File: src/rtl/rvsteel_wdt.sv
// rvsteel_wdt: bus-mapped watchdog with a reloadable down-counter, warning IRQ and timed reset pulse.
// Defining RVSTEEL_WDT_LOCK_EN adds the sticky CTRL.LOCK bit.
module rvsteel_wdt #(
  parameter int unsigned RESET_PULSE_CYCLES = 16,
  parameter logic [31:0] DEFAULT_LOAD       = 32'h02FA_F080
) (
  input  logic        clock,
  input  logic        reset,
  input  logic [4:0]  rw_address,
  output logic [31:0] read_data,
  input  logic        read_request,
  output logic        read_response,
  input  logic [31:0] write_data,
  input  logic [3:0]  write_strobe,
  input  logic        write_request,
  output logic        write_response,
  output logic        wdt_reset,
  output logic        irq
);

  localparam int unsigned PW = (RESET_PULSE_CYCLES > 1) ? $clog2(RESET_PULSE_CYCLES) : 1;
  localparam logic [PW-1:0] PULSE_LAST = PW'(RESET_PULSE_CYCLES - 1);

  localparam logic [4:0] ADDR_CTRL   = 5'h00;
  localparam logic [4:0] ADDR_LOAD   = 5'h04;
  localparam logic [4:0] ADDR_COUNT  = 5'h08;
  localparam logic [4:0] ADDR_KICK   = 5'h0C;
  localparam logic [4:0] ADDR_STATUS = 5'h10;
  localparam logic [4:0] ADDR_WARN   = 5'h14;

  localparam logic [31:0] KICK_KEY = 32'h5A5A_A5A5;

  typedef enum logic [1:0] {
    S_IDLE   = 2'd0,
    S_RUN    = 2'd1,
    S_WARNED = 2'd2,
    S_FIRE   = 2'd3
  } state_t;

  state_t          state_q, state_d;
  logic [31:0]     count_q, count_d;
  logic [31:0]     load_q, load_d;
  logic [31:0]     warn_q, warn_d;
  logic            en_q, en_d;
  logic            irq_en_q, irq_en_d;
  logic            lock_q, lock_d;
  logic            status_warn_q, status_warn_d;
  logic            status_fired_q, status_fired_d;
  logic [PW-1:0]   pulse_q, pulse_d;
  logic [31:0]     read_data_q, read_data_d;
  logic            read_response_q, read_response_d;
  logic            write_response_q, write_response_d;
  logic            wdt_reset_q, wdt_reset_d;
  logic            irq_q, irq_d;

  logic            full_strobe;
  logic            ctrl_wr, kick_wr, load_wr, warn_wr, status_wr;
  logic            wr_en_bit, wr_irq_en_bit, wr_lock_bit;
  logic            warn_hit;
  logic [31:0]     load_merged, warn_merged;
  logic [31:0]     read_mux;

  // Byte-lane merge for the strobe-honouring registers
  genvar gi;
  generate
    for (gi = 0; gi < 4; gi++) begin : g_lane
      assign load_merged[gi*8 +: 8] = write_strobe[gi] ? write_data[gi*8 +: 8] : load_q[gi*8 +: 8];
      assign warn_merged[gi*8 +: 8] = write_strobe[gi] ? write_data[gi*8 +: 8] : warn_q[gi*8 +: 8];
    end
  endgenerate

  always_comb begin
    full_strobe   = (write_strobe == 4'b1111);
    ctrl_wr       = write_request && full_strobe && (rw_address == ADDR_CTRL);
    kick_wr       = write_request && full_strobe && (rw_address == ADDR_KICK);
    load_wr       = write_request && (rw_address == ADDR_LOAD);
    warn_wr       = write_request && (rw_address == ADDR_WARN);
    status_wr     = write_request && write_strobe[0] && (rw_address == ADDR_STATUS);
    wr_en_bit     = write_data[0];
    wr_irq_en_bit = write_data[1];
`ifdef RVSTEEL_WDT_LOCK_EN
    wr_lock_bit   = write_data[2];
`else
    wr_lock_bit   = 1'b0;
`endif
  end

  always_comb begin
    state_d  = state_q;
    count_d  = count_q;
    en_d     = en_q;
    irq_en_d = irq_en_q;
    lock_d   = lock_q;
    pulse_d  = pulse_q;
    warn_hit = 1'b0;
    case (state_q)
      S_IDLE: begin
        if (ctrl_wr) begin
          en_d     = wr_en_bit;
          irq_en_d = wr_irq_en_bit;
          lock_d   = lock_q | wr_lock_bit;
          if (wr_en_bit) begin
            count_d = load_q;
            state_d = S_RUN;
          end
        end
      end
      S_RUN, S_WARNED: begin
        // Expiry takes priority over a threshold match at zero
        if (count_q == 32'd0) begin
          state_d = S_FIRE;
        end else begin
          count_d = count_q - 32'd1;
          if ((state_q == S_RUN) && (count_q == warn_q)) begin
            warn_hit = 1'b1;
            state_d  = S_WARNED;
          end
        end
        if (ctrl_wr && (wr_en_bit || !lock_q)) begin
          en_d     = wr_en_bit;
          irq_en_d = wr_irq_en_bit;
          lock_d   = lock_q | wr_lock_bit;
          if (!wr_en_bit) begin
            count_d  = count_q;
            warn_hit = 1'b0;
            state_d  = S_IDLE;
          end
        end
        // A kick overrides whatever the countdown decided on this edge
        if (kick_wr) begin
          warn_hit = 1'b0;
          if (write_data == KICK_KEY) begin
            count_d = load_q;
            state_d = S_RUN;
          end else begin
            count_d = count_q;
            state_d = S_FIRE;
          end
        end
      end
      S_FIRE: begin
        if (pulse_q == '0) begin
          if (lock_q) begin
            count_d = load_q;
            state_d = S_RUN;
          end else begin
            en_d    = 1'b0;
            state_d = S_IDLE;
          end
        end else begin
          pulse_d = pulse_q - PW'(1);
        end
      end
      default: state_d = S_IDLE;
    endcase
    if ((state_d == S_FIRE) && (state_q != S_FIRE)) begin
      pulse_d = PULSE_LAST;
    end
  end

  always_comb begin
    read_mux = 32'd0;
    case (rw_address)
      ADDR_CTRL:   read_mux = {29'd0, lock_q, irq_en_q, en_q};
      ADDR_LOAD:   read_mux = load_q;
      ADDR_COUNT:  read_mux = count_q;
      ADDR_STATUS: read_mux = {30'd0, status_fired_q, status_warn_q};
      ADDR_WARN:   read_mux = warn_q;
      default:     read_mux = 32'd0;
    endcase
  end

  always_comb begin
    load_d           = load_wr ? load_merged : load_q;
    warn_d           = warn_wr ? warn_merged : warn_q;
    // A fresh match wins over a simultaneous write-1-to-clear
    status_warn_d    = warn_hit | (status_warn_q & ~(status_wr & write_data[0]));
    status_fired_d   = ((state_d == S_FIRE) && (state_q != S_FIRE))
                     | (status_fired_q & ~(status_wr & write_data[1]));
    read_data_d      = read_request ? read_mux : 32'd0;
    read_response_d  = read_request;
    write_response_d = write_request;
    wdt_reset_d      = (state_d == S_FIRE);
    irq_d            = status_warn_d & irq_en_d;
  end

  always_ff @(posedge clock or negedge reset) begin
    if (!reset) begin
      state_q          <= S_IDLE;
      count_q          <= 32'd0;
      load_q           <= DEFAULT_LOAD;
      warn_q           <= 32'd0;
      en_q             <= 1'b0;
      irq_en_q         <= 1'b0;
      lock_q           <= 1'b0;
      status_warn_q    <= 1'b0;
      status_fired_q   <= 1'b0;
      pulse_q          <= '0;
      read_data_q      <= 32'd0;
      read_response_q  <= 1'b0;
      write_response_q <= 1'b0;
      wdt_reset_q      <= 1'b0;
      irq_q            <= 1'b0;
    end else begin
      state_q          <= state_d;
      count_q          <= count_d;
      load_q           <= load_d;
      warn_q           <= warn_d;
      en_q             <= en_d;
      irq_en_q         <= irq_en_d;
      lock_q           <= lock_d;
      status_warn_q    <= status_warn_d;
      status_fired_q   <= status_fired_d;
      pulse_q          <= pulse_d;
      read_data_q      <= read_data_d;
      read_response_q  <= read_response_d;
      write_response_q <= write_response_d;
      wdt_reset_q      <= wdt_reset_d;
      irq_q            <= irq_d;
    end
  end

  assign read_data      = read_data_q;
  assign read_response  = read_response_q;
  assign write_response = write_response_q;
  assign wdt_reset      = wdt_reset_q;
  assign irq            = irq_q;

endmodule

File: config.mk
export PLATFORM = sky130hd
export DESIGN_NAME = rvsteel_wdt
export DESIGN_NICKNAME = d
export VERILOG_FILES = /design/src/rtl/rvsteel_wdt.sv
export SDC_FILE = /design/constraint.sdc
export NUM_CORES = 1
export LEC_CHECK = 0
export CAP_MARGIN = 20
export CORE_ASPECT_RATIO = 0.8
export CORE_UTILIZATION = 34
export CTS_CLUSTER_SIZE = 8
export DETAILED_ROUTE_END_ITERATION = 8
export PLACE_DENSITY = 0.63
export SYNTH_ARGS = -nofsm -noshare
export SYNTH_HDL_FRONTEND = slang
export SYNTH_SLANG_ARGS = --single-unit
File: constraint.sdc
create_clock -name clock -period 2.3 [get_ports clock]
set_input_delay 0.46 -clock clock [delete_from_list [all_inputs] [get_ports clock]]
set_output_delay 0.46 -clock clock [all_outputs]
set_load 0.03 [all_outputs]
# --- Yosys cells after proc, flatten, opt, wreduce, memory -nomap -nowiden ---
# Cells that the tools add are included.
totals:
  reg_bits: 142
  inputBits: 45
  out_inout_bits: 36
  wordCells: 113
op_classes:
  add_sub_neg: 2
  eq_ne: 20
  mux: 34
  bitwise: 10
  reduce_logical: 27
ops:
  columns: ["cell", "count"]
  rows:
  - ["$mux 32", 8]
  - ["$pmux 32 s5", 1]
  - ["$pmux 32 s2", 1]
  - ["$eq 32x31->1 const B", 1]
  - ["$eq 32x32->1", 1]
  - ["$logic_not 32->1", 1]
  - ["$sub 32x1->32 const B", 1]
  - ["$mux 2", 9]
  - ["$reduce_and 2->1", 9]
  - ["$mux 4", 3]
  - ["$eq 5x4->1 const B", 2]
  - ["$eq 5x5->1 const B", 2]
  - ["$mux 1", 10]
  - ["$ne 2x2->1 const B", 5]
  - ["$logic_and 1x1->1", 9]
  - ["$eq 2x2->1 const B", 3]
  - ["$pmux 2 s3", 1]
  - ["$reduce_and 6->1", 1]
  - ["$and 1x1->1", 5]
  - ["$eq 5x3->1 const B", 1]
  - ["$logic_not 5->1", 1]
  - ["$eq 4x4->1 const B", 1]
  - ["$logic_not 4->1", 1]
  - ["$ne 4x4->1 const B", 1]
  - ["12 further kinds", 15]

# --- Longest topological paths before layout ---
logic_depth:
  depth_word: 12
  depth_mapped: 10
  depth_no_buf: 8

# --- Worst setup path before layout ---
# No wires, ideal clock.
synth_path:
  kind: "reg2reg"
  start: "reg count_q[10]"
  end: "reg count_q[31]"
  arrival_time_ns: 2.381
  t_required_ns: 2.179
  setup_slack_ns: -0.202
  path_stages_with_launch: 9
  n_path_buf: 2
  period_less_slack_ns: 2.502
  path_cell_list: "dfrtp_1 buf_6 or4_4 or4_4 buf_6 nor4_4 and2_4 a31oi_1 o22a_1"
synth_via:
  elab_chain_len: 6
  elab_cells_between_ends: 7
  classes_between: "1 x add/sub; 5 x mux; 1 x reduce/logical"
synth_rtl:
  columns: ["item", "line_no", "rtl"]
  rows:
  - ["from (decl)", "41", "logic [31:0] count_q, count_d;"]
  - ["from (signal assigned)", "206", "count_q <= count_d;"]
  - ["$sub 32x1->32 / $logic_not 32->1 (equally long branches)", "113, 110", null]
  - ["$mux 32 *", "110", "if (count_q == 32'd0) begin"]
  - ["$mux 32", "123", "if (!wr_en_bit) begin"]
  - ["$mux 32 *", "119", "if (ctrl_wr && (wr_en_bit || !lock_q)) begin"]
  - ["$mux 32 *", "130", "if (kick_wr) begin"]
  - ["$pmux 32 s2 *", "96", "case (state_q)"]
# Every way passes the cells marked *; elsewhere a longest branch is shown, timed or not. The select of a mux whose other input is x is not followed.
# A chain may end at the register's enable or synchronous reset.

# --- Worst setup path after layout ---
layout_path:
  start: "reg count_q[18]"
  end: "reg count_q[18]"
# The elaborated chain is that of the path after synthesis.

==> impl_results.md <==
- Setup slack after layout: -0.0925 ns
- Vias post-DR: around 6,800
- Placed Area: between 9000 and 10,000 sq um
- Unique masters post-synth: 58
- Clock-pin slew on the worst setup and hold paths: 0.06 ns
- Chip width: 166 um
- Ys flop type: dfrtp_1
- Overflow after GRT: 0
- Clk_skew: 0.00923 ns
- Worst EP required: roughly 2.6 ns
- Crit-path max FO: 8
- Largest net degree at the start of global routing: 56
- Post-synthesis sequential area ratio: 0.485
- Final hold vios: 0
- P&R area growth vs syn: 47.3%
- Drt total wl: 24,300 um
- Avg Inst Size Synth: between 10 and 15 sq um
- Fin cells: approximately 1,200
- Die Ht: 134 um
- Full die area: 22,200 sq um
- TritonCTS sink count: roughly 140
- Drt first pass iters: 9
- CTS H-Tree Depth: 4
- CTS Root Cell: clkbuf_16
- DRC Markers: 7
- CTS tree: yes
- Final Cell Area: approximately 11,000 sq um
- Core area: 20,900 sq um
- Routed wire per std cell: approximately 20 um
- CP arrival: between 2 and 3 ns
- Boundary Pins: just over 80
- CP Launch Type: flop
- Share of flip-flops with an asynchronous set or reset: 1.00
- Syn nets: about 750
- Vias per inst: approximately 5.6
- Clock tree buffer depth: 2
- Cell Pwr Density: approximately 800 nW/um^2
- Syn. warnings: 0
- Max Freq: around 0.42 GHz
- Final setup violation count: 35
- Cell Area, Synth: roughly 7400 sq um
- Starting density of the core: 0.351
- Rows: 47
- Gate Count Post-Synth: 702
- Final Cycle Share: 1.04
- Minimum clock period after layout: 2.39 ns
- Initial DRC count: approximately 700
- Share of layout cells above drive strength 1: 0.391
- Slew Viols, Final: 0
- Dpl hpwl: roughly 17,000 um
- Post-Place Worst Slack: -0.756 ns
- Final antenna-violating net count: 0
- Met2 wire len: about 11,000 um
- Failing checks: design-rule violations, negative setup slack
- RSZ-0062 raised after global routing: yes
- Nets: 986
- Hold Path Class: in2reg
- Hold_ws: approximately 0.38 ns
- Post-synth EDFFs: 0
- First-pass GRT wire length: ~38,000 um
- GRT Overall Usage: 0.221
- Pwr Total: approximately 0.0089 W
- Max-slew headroom: 0.669
- Met1 wire length: around 11,000 um
- P_leak: about 4.9 nW
- Worst-margin pin slew: 0.496 ns
- DP Cell Count: between 1,000 and 1,500
- Number of max-cap violations: 0
- Max VDD drop: 0.612 mV
- Top Metal Used: met4
- Crit-path slowest cell: or4_4
- Worst stage delay on the critical path: roughly 0.56 ns
- CP endpoint kind: flop
- WL met3: 1760 um
- Placer Congestion: a little under 1
- Critical path class: reg2reg
- Antenna fix cells: 0
- Vias in the first global route: between 6,000 and 7,000
- Antenna violations before repair: 0
- Flops & latches, synth: ~140
- Run status: complete, but fails checks
- Critical Path, Cell by Cell: or4_4 -> nor4b_4 -> nand4_1 -> a21oi_4 -> buf_12 -> or2_4 -> buf_6 -> o22ai_2
- Worst-Skew Late Latency: 0.43 ns
- Port buffer count: 80
- CTS buffer count: 17
## power breakdown
group | switching (W) | internal (W) | total [W]
combinational | 0.00164 | 0.00142 | 0.00306
clock | 0.00114 | 0.00149 | 0.00263
sequential | 0.000364 | 0.00286 | 0.00322
total | 0.00315 | 0.00577 | 0.00891
## layout make-up
cell class	count	area, sq um
Inverter	13	48.8
Fill cell	1855	10100
Sequential cell	142	3570
Clock inverter	13	116
Timing Repair Buffer	263	2370
Clock buffer	19	433
Tap cell	269	337
Multi-Input combinational cell	497	3950
## layout by cell type (no fill, tap or decap), types with 5 or more instances in the layout
master / netlist / routed
buf_4: 1 / 156
dfrtp_1: 130 / 130
nor2_1: 73 / 70
mux2_2: 64 / 64
clkdlybuf4s50_1: 0 / 43
a222oi_1: 30 / 30
xor2_1: 28 / 27
nor3_1: 34 / 25
a21oi_1: 30 / 24
dlygate4sd2_1: 0 / 24
nand3_1: 22 / 21
nand2_1: 20 / 20
o21ai_0: 34 / 19
clkbuf_16: 0 / 17
o31ai_1: 19 / 14
nor4_1: 20 / 14
nand4_1: 13 / 13
buf_12: 0 / 13
inv_1: 13 / 12
buf_6: 2 / 12
dfstp_2: 12 / 12
a22oi_1: 11 / 11
o21ai_2: 0 / 10
a2bb2oi_1: 9 / 8
nor3_2: 1 / 7
and2_1: 8 / 7
o21ai_1: 2 / 6
xnor2_1: 6 / 6
nor4_2: 0 / 6
ha_1: 7 / 6
o22a_1: 5 / 5
or4_4: 3 / 5
dlymetal6s2s_1: 0 / 5
clkdlybuf4s15_1: 0 / 5
## synth_stat cells (3+ instances only)
master,instances,area [sq um]
a222oi_1,30,300
a2bb2oi_1,9,78.8
xor2_1,28,245
nand4_1,13,81.3
inv_1,13,48.8
and3_1,6,37.5
dfrtp_1,130,3250
mux2i_1,3,30.0
nor4_1,20,125
nor4bb_1,8,80.1
and2_1,8,50.1
nor3b_1,3,22.5
nor2_1,73,274
nand3_1,22,110
xnor2_1,6,52.6
ha_1,7,87.6
dfstp_2,12,315
nand2_1,20,75.1
buf_2,7,35.0
nor3_1,34,170
clkbuf_1,40,150
a22oi_1,11,82.6
o31ai_1,19,143
or4_4,3,33.8
nand4b_1,3,26.3
o21ai_0,34,170
o22a_1,5,43.8
mux2_2,64,721
or4_1,3,22.5
a21oi_1,30,150
## timing repair
| item | in CTS | in global routing |
|---|---|---|
| hold buffers | 1 | 0 |
| gates resized for setup | 83 | 68 |
| endpoints found under the hold margin | 39 | 0 |
| pin swaps | 42 | 29 |
| setup endpoints to repair | 41 | 41 |
| gates cloned | 3 | 1 |
| buffers inserted | 12 | 8 |
## through the flow
stage	util	setup TNS (ns)
2_1_floorplan	-	-0.878
3_3_place_gp	0.460	-37.98
3_5_place_dp	0.460	-38.92
4_1_cts	0.502	-1.73
5_1_grt	0.517	-4.28
6_report	0.517	-1.64
## flip-flops by register name (all words and copies together), names as in the netlist
register and count:
en_q 1, irq 1, warn_q 32, wdt_reset 1, status_warn_q 1, irq_en_q 1
status_fired_q 1, read_data 32, count_q 32, state_q 2, write_response 1, read_response 1
load_q 32, pulse_q 4
## per-layer routing
layer,track usage,up-vias
met5,0,-
met4,0.0797,0
met3,0.0398,27
met2,0.319,327
met1,0.328,3380
li1,-,3104
## worst paths after layout
check,from,endpoint,slack [ns],depth (start not counted)
worst max register to register,count_q[18],count_q[18],-0.09,8
worst max-delay path,count_q[18],count_q[18],-0.09,8
worst min-delay path,write_data[0],warn_q[0],0.38,3
max in group asynchronous,reset,load_q[15],1.01,3
min in group asynchronous,reset,pulse_q[2],0.52,2
worst min register to register,irq_en_q,irq_en_q,0.53,1
## critical path: cells and delay by family, from the launching register on
| family | cells | cell delay (ns) |
|---|---|---|
| flip-flops | 1 | 0.40 |
| AO/OA/AOI/OAI | 2 | 0.32 |
| buffers and inverters | 2 | 0.29 |
| AND/OR/NAND/NOR | 4 | 1.24 |
## kinds of logic after synthesis
group | Yosys count | synth area share
AOI/OAI and AO/OA | 156 | 0.151
xor gates and xnor gates | 34 | 0.0405
adders and majority gates | 7 | 0.0119
buffers and inverters | 64 | 0.0364
DFF | 142 | 0.485
muxes | 67 | 0.102
and+or+nand+nor | 232 | 0.172
No activity file was read; power rests on OpenSTA's default activity.
